## src/rtl/mem_lsu.sv

```systemverilog
// Load/store unit for the MEM stage. Holds one operation, drives a simple
// request/acknowledge data bus and produces the MEM/WB completion record.
module mem_lsu #(
   parameter int ACK_LIMIT = 0
) (
   input  logic        clk,
   input  logic        rst,
   input  logic        flush,
   input  logic        ex_valid,
   input  logic [3:0]  ex_op,
   input  logic [31:0] ex_addr,
   input  logic [31:0] ex_sdata,
   input  logic [4:0]  ex_wd,
   input  logic        ex_wreg,
   input  logic [31:0] ex_wdata,
   input  logic [31:0] ex_pc,
   input  logic [31:0] ex_instr,
   input  logic        llbit_cur,
   output logic        mem_ready,
   output logic        stall_req,
   output logic        dreq,
   output logic        dwe,
   output logic [31:0] daddr,
   output logic [3:0]  dbe,
   output logic [31:0] dwdata,
   input  logic        dack,
   input  logic [31:0] drdata,
   output logic [4:0]  mem_wd,
   output logic        mem_wreg,
   output logic [31:0] mem_wdata,
   output logic [31:0] mem_inst_pc,
   output logic [31:0] mem_instr,
   output logic        mem_inst_valid,
   output logic        mem_LLbit_we,
   output logic        mem_LLbit_value,
   output logic        mem_excp_ale,
   output logic        mem_excp_bus,
   output logic [1:0]  o_dbg_state
);

   localparam logic [1:0] S_EMPTY = 2'd0;
   localparam logic [1:0] S_EXEC  = 2'd1;
   localparam logic [1:0] S_WAIT  = 2'd2;

   localparam logic [3:0] OP_NONE = 4'd0;
   localparam logic [3:0] OP_LB   = 4'd1;
   localparam logic [3:0] OP_LBU  = 4'd2;
   localparam logic [3:0] OP_LH   = 4'd3;
   localparam logic [3:0] OP_LHU  = 4'd4;
   localparam logic [3:0] OP_LW   = 4'd5;
   localparam logic [3:0] OP_SB   = 4'd6;
   localparam logic [3:0] OP_SH   = 4'd7;
   localparam logic [3:0] OP_SW   = 4'd8;
   localparam logic [3:0] OP_LL   = 4'd9;
   localparam logic [3:0] OP_SC   = 4'd10;

   localparam int CW = (ACK_LIMIT > 0) ? $clog2(ACK_LIMIT + 1) : 1;

   logic [1:0]    r_state;
   logic [3:0]    r_op;
   logic [31:0]   r_addr;
   logic [31:0]   r_sdata;
   logic [4:0]    r_wd;
   logic          r_wreg;
   logic [31:0]   r_wdata;
   logic [31:0]   r_pc;
   logic [31:0]   r_instr;
   logic          r_ale;
   logic          r_sc_fail;
   logic          r_killed;
   logic [CW-1:0] r_cnt;

   logic [3:0]    w_ex_op;
   logic          w_ex_ale;
   logic          w_ex_sc_fail;
   logic          w_ex_exec;
   logic          w_is_load;
   logic          w_is_store;
   logic          w_is_sc;
   logic          w_is_ll;
   logic          w_timeout;
   logic          w_bus_act;
   logic          w_done;
   logic          w_live;
   logic          w_exc;
   logic          w_accept;
   logic [3:0]    w_dbe;
   logic [31:0]   w_dwdata;
   logic [7:0]    w_byte;
   logic [15:0]   w_half;
   logic [31:0]   w_load;
   logic [31:0]   w_result;

   // Decode of the offered op: misaligned ops and failing SCs never touch the bus.
   always_comb begin
      w_ex_op = (ex_op > OP_SC) ? OP_NONE : ex_op;
      w_ex_ale = 1'b0;
      case (w_ex_op)
         OP_LH, OP_LHU, OP_SH:       w_ex_ale = ex_addr[0];
         OP_LW, OP_SW, OP_LL, OP_SC: w_ex_ale = |ex_addr[1:0];
         default:                    w_ex_ale = 1'b0;
      endcase
      w_ex_sc_fail = (w_ex_op == OP_SC) & ~llbit_cur & ~w_ex_ale;
      w_ex_exec    = (w_ex_op == OP_NONE) | w_ex_ale | w_ex_sc_fail;
   end

   assign w_is_load  = (r_op == OP_LB) | (r_op == OP_LBU) | (r_op == OP_LH) |
                       (r_op == OP_LHU) | (r_op == OP_LW) | (r_op == OP_LL);
   assign w_is_store = (r_op == OP_SB) | (r_op == OP_SH) | (r_op == OP_SW);
   assign w_is_sc    = (r_op == OP_SC);
   assign w_is_ll    = (r_op == OP_LL);

   // The timeout cycle itself has dreq low, so a late dack there is ignored.
   assign w_timeout = (ACK_LIMIT > 0) && (r_state == S_WAIT) && (r_cnt == CW'(ACK_LIMIT));
   assign w_bus_act = (r_state == S_WAIT) & ~w_timeout;
   assign w_done    = (r_state == S_EXEC) | (w_bus_act & dack) | w_timeout;
   assign w_live    = w_done & ~flush & ~r_killed;
   assign w_exc     = r_ale | w_timeout;

   // A killed WAIT op drains to EMPTY before anything new is taken.
   assign mem_ready = (r_state == S_EMPTY) | (w_done & ~r_killed);
   assign stall_req = ~mem_ready;
   assign w_accept  = ex_valid & mem_ready & ~flush;

   always_ff @(posedge clk or negedge rst) begin
      if (!rst) begin
         r_state   <= S_EMPTY;
         r_op      <= OP_NONE;
         r_addr    <= '0;
         r_sdata   <= '0;
         r_wd      <= '0;
         r_wreg    <= 1'b0;
         r_wdata   <= '0;
         r_pc      <= '0;
         r_instr   <= '0;
         r_ale     <= 1'b0;
         r_sc_fail <= 1'b0;
         r_killed  <= 1'b0;
         r_cnt     <= '0;
      end else if (w_accept) begin
         r_state   <= w_ex_exec ? S_EXEC : S_WAIT;
         r_op      <= w_ex_op;
         r_addr    <= ex_addr;
         r_sdata   <= ex_sdata;
         r_wd      <= ex_wd;
         r_wreg    <= ex_wreg;
         r_wdata   <= ex_wdata;
         r_pc      <= ex_pc;
         r_instr   <= ex_instr;
         r_ale     <= w_ex_ale;
         r_sc_fail <= w_ex_sc_fail;
         r_killed  <= 1'b0;
         r_cnt     <= '0;
      end else if (w_done) begin
         r_state  <= S_EMPTY;
         r_killed <= 1'b0;
         r_cnt    <= '0;
      end else if (r_state == S_WAIT) begin
         if (flush) begin
            r_killed <= 1'b1;
         end
         if (ACK_LIMIT > 0) begin
            r_cnt <= r_cnt + 1'b1;
         end
      end
   end

   always_comb begin
      w_dbe    = 4'b1111;
      w_dwdata = 32'd0;
      case (r_op)
         OP_SB: begin
            w_dbe    = 4'b0001 << r_addr[1:0];
            w_dwdata = {4{r_sdata[7:0]}};
         end
         OP_SH: begin
            w_dbe    = r_addr[1] ? 4'b1100 : 4'b0011;
            w_dwdata = {2{r_sdata[15:0]}};
         end
         OP_SW, OP_SC: w_dwdata = r_sdata;
         default: ;
      endcase
   end

   assign dreq   = w_bus_act;
   assign dwe    = w_bus_act & (w_is_store | w_is_sc);
   assign daddr  = w_bus_act ? {r_addr[31:2], 2'b00} : 32'd0;
   assign dbe    = w_bus_act ? w_dbe : 4'd0;
   assign dwdata = w_bus_act ? w_dwdata : 32'd0;

   // Load data is taken straight from the bus in the dack cycle.
   always_comb begin
      w_byte = drdata[{r_addr[1:0], 3'b000} +: 8];
      w_half = r_addr[1] ? drdata[31:16] : drdata[15:0];
      case (r_op)
         OP_LB:   w_load = {{24{w_byte[7]}}, w_byte};
         OP_LBU:  w_load = {24'd0, w_byte};
         OP_LH:   w_load = {{16{w_half[15]}}, w_half};
         OP_LHU:  w_load = {16'd0, w_half};
         default: w_load = drdata;
      endcase
      if (w_exc) begin
         w_result = r_wdata;
      end else if (w_is_load) begin
         w_result = w_load;
      end else if (w_is_sc) begin
         w_result = {31'd0, ~r_sc_fail};
      end else begin
         w_result = r_wdata;
      end
   end

   assign mem_inst_valid  = w_live;
   assign mem_wd          = w_live ? r_wd : 5'd0;
   assign mem_wreg        = w_live & r_wreg & ~w_is_store & ~w_exc;
   assign mem_wdata       = w_live ? w_result : 32'd0;
   assign mem_inst_pc     = w_live ? r_pc : 32'd0;
   assign mem_instr       = w_live ? r_instr : 32'd0;
   assign mem_LLbit_we    = w_live & (w_is_ll | w_is_sc) & ~w_exc;
   assign mem_LLbit_value = w_live & w_is_ll & ~w_exc;
   assign mem_excp_ale    = w_live & r_ale;
   assign mem_excp_bus    = w_live & w_timeout;
   assign o_dbg_state     = r_state;

endmodule

```

## config.mk

```make
export PLATFORM = sky130hd
export DESIGN_NAME = mem_lsu
export DESIGN_NICKNAME = d
export VERILOG_FILES = /design/src/rtl/mem_lsu.sv
export SDC_FILE = /design/constraint.sdc
export NUM_CORES = 1
export LEC_CHECK = 0
export CAP_MARGIN = 20
export CORE_AREA = 2 2 151 153
export CTS_CLUSTER_SIZE = 40
export DETAILED_ROUTE_END_ITERATION = 12
export DIE_AREA = 0 0 153 155
export HOLD_SLACK_MARGIN = 0.08
export PLACE_DENSITY = 0.8
export SYNTH_ARGS = -nofsm -noshare
export SYNTH_HDL_FRONTEND = slang
export SYNTH_SLANG_ARGS = --single-unit
```

## constraint.sdc

```tcl
create_clock -name clk -period 2.5 [get_ports clk]
set_clock_uncertainty 0.2 [all_clocks]
set_input_delay 0.25 -clock clk [delete_from_list [all_inputs] [get_ports clk]]
set_output_delay 0.25 -clock clk [all_outputs]
set_load 0.01 [all_outputs]
```

Word-level counts from Yosys, hierarchy flattened

Cells that the tools add are included.

Order comparisons: 1
Equality and inequality tests: 19
Shift operators: 2
Multiplexer cells: 24
Bitwise logic cells: 38
Reduce and logical (&&, ||, !) cells: 10

Operators with widths:

| kind                                                | number |
|---|---|
| two-way mux 32 bit                                  | 8 |
| case mux 32 bit (4 select lines)                    | 1 |
| case mux 32 bit (3 select lines)                    | 1 |
| indexed part select 32 x 6 -> 8 bit                 | 1 |
| equality test 4 x 3 -> 1 bit, second input constant | 7 |
| equality test 4 bit, second input constant          | 6 |
| AND 1 bit                                           | 17 |
| two-way mux 16 bit                                  | 1 |
| OR 1 bit                                            | 13 |
| equality test 4 x 2 -> 1 bit, second input constant | 3 |
| two-way mux 4 bit                                   | 3 |
| inverter 1 bit                                      | 8 |
| case mux 4 bit (2 select lines)                     | 1 |
| two-way mux 2 bit                                   | 3 |
| nonzero test 3 bit                                  | 2 |
| two-way mux 5 bit                                   | 1 |
| equality test 4 x 1 -> 1 bit, second input constant | 1 |
| > comparator 4 bit, second input constant           | 1 |
| zero test 4 bit                                     | 1 |
| two-way mux 1 bit                                   | 4 |
| OR reduction 2 bit                                  | 2 |
| OR reduction 4 bit                                  | 1 |
| << shifter 1 x 2 -> 4 bit, first input constant     | 1 |
| OR reduction 3 bit                                  | 1 |
| other kinds (6)                                     | 6 |

Register bits: 175
Input port bits: 208
Logic and storage cells: 106

Longest topological paths before layout

Word-level depth: 10
Mapped depth: 8
Mapped depth without buffers: 5

Worst setup path after synthesis

No wires, ideal clock.

Kind: flip-flop to output port
From: register r_op[3]
To: output port mem_wdata[1]
Arrival: 1,698 ps
Setup slack: 352 ps
Cell stages (with the launch flop): 7
Path through: dfrtp_1 buf_4 buf_2 a21oi_1 clkbuf_1 a21oi_1 o31ai_1

Cells in the longest elaborated chain, start to end: 9

RTL lines:

| item                                                                         | line     | source |
|---|---|---|
| start: declaration                                                           | 60       | `logic [3:0] r_op;` |
| start signal: assignment                                                     | 142      | `r_op <= w_ex_op;` |
| equality test 4 x 1 -> 1 bit or equality test 4 x 2 -> 1 bit (tied branches) | 107, 195 |  |
| OR 1 bit (3 in a row)                                                        | 107      | `assign w_is_load = (r_op == OP_LB) \| (r_op == OP_LBU) \| (r_op == OP_LH) \|` |
| OR 1 bit (2 in a row)                                                        | 108      | `(r_op == OP_LHU) \| (r_op == OP_LW) \| (r_op == OP_LL);` |
| two-way mux 32 bit (*)                                                       | 204      | `end else if (w_is_load) begin` |
| two-way mux 32 bit (*)                                                       | 202      | `if (w_exc) begin` |
| two-way mux 32 bit (*)                                                       | 216      | `assign mem_wdata = w_live ? w_result : 32'd0;` |
| end: declaration                                                             | 30       | `output logic [31:0] mem_wdata,` |

Mark *: on every way between the ends. The rest lies on a longest branch, timed or not.

Worst setup path in the final report

From: register r_addr[1]
To: output port mem_wdata[5]

Cells in the longest elaborated chain, start to end: 5

RTL lines:

| item                                                                      | line     | source |
|---|---|---|
| start: declaration                                                        | 61       | `logic [31:0] r_addr;` |
| start signal: assignment                                                  | 143      | `r_addr <= ex_addr;` |
| indexed part select 32 x 6 -> 8 bit or two-way mux 16 bit (tied branches) | 193, 194 |  |
| case mux 32 bit (4 select lines) (*)                                      | 195      | `case (r_op)` |
| two-way mux 32 bit (*)                                                    | 204      |  |
| two-way mux 32 bit (*)                                                    | 202      |  |
| two-way mux 32 bit (*)                                                    | 216      |  |

Marks and branches as above.

==> key figures <==
Pwr
  • P_int: 0.00692 W
  • Pwr per Cell Area: 639 mW/mm2
  • Net switching power: 0.00345 W
  • Worst IR drop on VDD: 0.516 mV
  • Sw Share: 33.3%
  • Reg power frac: 36.2%
  • Clock share of power: 26.5%
  • Leakage Power: 7.24 nW
  • Combinational power share: 37.3%

Timing
  • Post-layout min period: 2.80 ns
  • Max Transition Viols Final: 0
  • Fin. Hold Viols: 0
  • Final cycle utilization of the critical path: 112%
  • Final setup margin: -0.298 ns
  • Worst hold slack: 0.178 ns
  • Slew headroom: 61.7%
  • RSZ-0062 raised after global routing: true
  • Setup violations, final: 72
  • Fmax: 0.357 GHz
  • Worst slew pin tran: 0.575 ns

Worst setup path
  • RR Startpoint: o_dbg_state[0]
  • Worst setup SP type: flop
  • Register-to-Register Path Depth: 8
  • Critical Path RT: 2.05 ns
  • Reg2reg end: r_pc[25]
  • Crit. End Element: output port
  • Worst EP arrival: 2.35 ns
  • CP Class: reg -> out
  • CP Max Fanout: 23
  • Worst R2R Setup Slack: 0.18 ns

Synthesis
  • Mapped Avg Cell Area: 10.9 um2
  • Top-count cell post-synth: mux2_2
  • Commonest cells post-synth: mux2_2 (186), dfrtp_1 (175), and2_1 (109), nor2_1 (67), nand2_1 (66)
  • Top post-synthesis cells by area: dfrtp_1 (46%), mux2_2 (22%), and2_1 (7.2%), nor2_1 (2.6%), nand2_1 (2.6%)
  • Synth Cell Area: 0.00953 mm2
  • Yosys reg bits: 175
  • Gate Count Post-Synth: 877
  • Simple-gate portion of the synthesized area: 14.9%
  • Area share of xor/xnor cells in the synthesized design: 0.0919%
  • Ys async rst share: 100%
  • Register area share after synthesis: 45.9%
  • Post-synth cell types: 53
  • Most common flop cell mapped by yosys: dfrtp_1
  • Mux share of post-synthesis cell area: 24.8%
  • Synth area leader: dfrtp_1
  • Synth warnings: 0
  • Number of synthesized flops with an enable pin: 0
  • Post-Synth Adder-Cell Area: 0%
  • Compound-gate portion of the synthesized area: 10.5%
  • Largest family of logic cells by synthesized area: multiplexers
  • Top cell type's share of synthesized area: 45.9%

GRT
  • Antenna violations before repair: 2
  • Largest net degree at the start of global routing: 75
  • GRT met1 Usage: 32.8%
  • Total gr overflow: 0
  • Vias in the first global route: 9657
  • Met2 usage: 53.7%
  • GRT met3 Usage: 8.69%
  • First-pass GRT wire length: 54800 um
  • GR peak layer: met2
  • GRT Overall Usage: 29.7%

Status
  • Failing checks: negative setup slack
  • Outcome: finished, violations left

Floorplanning
  • IO Count: 389
  • Core footprint: 0.0222 mm2
  • Die W: 153 um
  • Full die area: 0.0237 mm2
  • Initial Util: 42.9%
  • DIE HEIGHT: 155 um
  • Rows: 55

CTS
  • Reg clk slew, reported paths: 0.08 ns
  • Num CTS Buffers: 17
  • TritonCTS Sinks: 175
  • Root Driver: clkbuf_16
  • Bufs on Longest Clock Path: 2
  • Clk_lat worst skew: 0.43 ns
  • Htree depth: 4
  • CTS tree: done

Layout
  • # fillers: 1554
  • Fin nets: 1591
  • Area Growth Syn to Fin: 70.3%
  • Layout cell share with drive strength beyond 1: 50.3%

Placed design
  • Routability congestion estimate: 0.892
  • Port bufs: 385
  • HPWL after detailed placement: 23600 um
  • DP Worst Slack: -0.476 ns

Route
  • Drt pass-1 iters: 6
  • WL final: 36600 um
  • Antenna Violating Nets Remaining: 0
  • 1st-iter DRT viols: 548
  • DR DRC count: 0
  • Wirelength per Cell: 21.8 um
  • Vias: 9219
  • Vias/cell: 5.48

Job
  • Max_cap viols: 0

Worst hold path
  • Hold Path Class: in -> async
## per-stage QoR
stage	setup TNS, ns	area (um2)	util (%)	power (W)	cells
2_1_floorplan	0	9540	-	0.00531	879
3_3_place_gp	-24.50	14300	64.4	0.00679	1578
3_5_place_dp	-27.00	14300	64.4	0.00688	1578
4_1_cts	-10.03	15800	70.9	0.0101	1666
5_1_grt	-15.14	16200	73.0	0.0108	1681
6_report	-8.53	16200	73.0	0.0104	1682
## routing by layer
layer / vias to the layer above / routed length (um)
met3: 100 / 3040
met1: 4569 / 12900
met5: - / 13
met2: 454 / 19200
li1: 4094 / -
met4: 2 / 1420
## layout make-up
type / instances / area [um2] / share of cell area [%]
Antenna cell: 1 / 2.50 / 0.0154
Clock buffer: 17 / 425 / 2.62
Clock inverter: 15 / 188 / 1.16
Inverter: 7 / 26.3 / 0.162
Multi-Input combinational cell: 632 / 5420 / 33.4
Sequential cell: 175 / 4380 / 27.0
Tap cell: 285 / 357 / 2.20
Timing Repair Buffer: 550 / 5440 / 33.5
## sequential cells by signal (all words and copies together), names as in the netlist
register     flops
r_wdata         32
r_instr         32
r_ale            1
o_dbg_state      2
r_sc_fail        1
r_wreg           1
r_killed         1
r_sdata         32
r_pc            32
r_op             4
r_addr          32
r_wd             5
## cell families (layout without fill, tap and decap cells)
logic type | after synthesis | count (layout)
XOR/XNOR | 1 | 1
buffers and inverters | 72 | 589
multiplexers | 203 | 203
flip-flops | 175 | 175
AO/OA/AOI/OAI | 149 | 149
other | 1 | 4
AND/OR/NAND/NOR | 276 | 276
## layout by cell type, fill, tap and decap left out, types with 5 or more instances in the layout
master | synthesis | layout
o21ai_0 | 30 | 12
clkbuf_16 | 0 | 22
a211oi_2 | 0 | 7
o21ai_1 | 0 | 10
nand2_2 | 0 | 12
buf_16 | 0 | 9
clkinv_8 | 0 | 6
a21oi_2 | 0 | 6
nor2b_1 | 8 | 6
clkdlybuf4s50_1 | 0 | 208
nand2_1 | 66 | 51
a41oi_1 | 6 | 5
nor2_2 | 1 | 7
o22ai_1 | 8 | 6
mux2_2 | 186 | 186
and2_1 | 109 | 54
a21o_1 | 11 | 10
buf_12 | 0 | 29
clkbuf_2 | 0 | 32
buf_4 | 9 | 96
buf_6 | 2 | 78
nor2_1 | 67 | 57
and2_4 | 0 | 55
buf_2 | 33 | 67
inv_1 | 6 | 5
a32oi_1 | 6 | 6
mux4_2 | 8 | 8
clkdlybuf4s15_1 | 0 | 12
o21ai_2 | 2 | 8
mux2i_1 | 9 | 9
a21oi_1 | 36 | 29
a22oi_2 | 0 | 13
dfrtp_1 | 175 | 172
## timing repair
action / CTS / global route
endpoints found under the hold margin: 77 / 0
pin swaps: 36 / 59
cloned: 14 / 6
gates resized for setup: 698 / 254
hold buffers: 1 / 0
buffers inserted: 42 / 17
endpoints found under the setup margin: 176 / 140
## worst max-delay path by stage
stage                     cells past startpoint       endpoint  startpoint
after CTS                                     6   mem_wdata[9]   r_addr[1]
after floorplan                               6   mem_wdata[1]     r_op[3]
after global placement                        7  mem_wdata[10]  drdata[31]
after detailed placement                      7   mem_wdata[9]  drdata[31]
final                                         8   mem_wdata[5]   r_addr[1]
after global routing                          8   mem_wdata[5]   r_addr[1]
## critical path, stage by stage (launching register included)
cell	delay, ns
dfrtp_1	0.39
buf_4	0.13
buf_12	0.17
mux2_2	0.38
a32oi_1	0.25
a41oi_1	0.17
nor2_1	0.21
o31ai_4	0.07
buf_2	0.14
## power groups by stage
stage                     Clock, W  Combinational [W]  Sequential (W)
after floorplan                  0            0.00168         0.00362
after global placement           0            0.00307         0.00372
after detailed placement         0            0.00312         0.00376
after CTS                  0.00280            0.00357         0.00372
after global routing       0.00292            0.00410         0.00382
final                      0.00274            0.00387         0.00375
No activity file was read; power rests on OpenSTA's default activity.
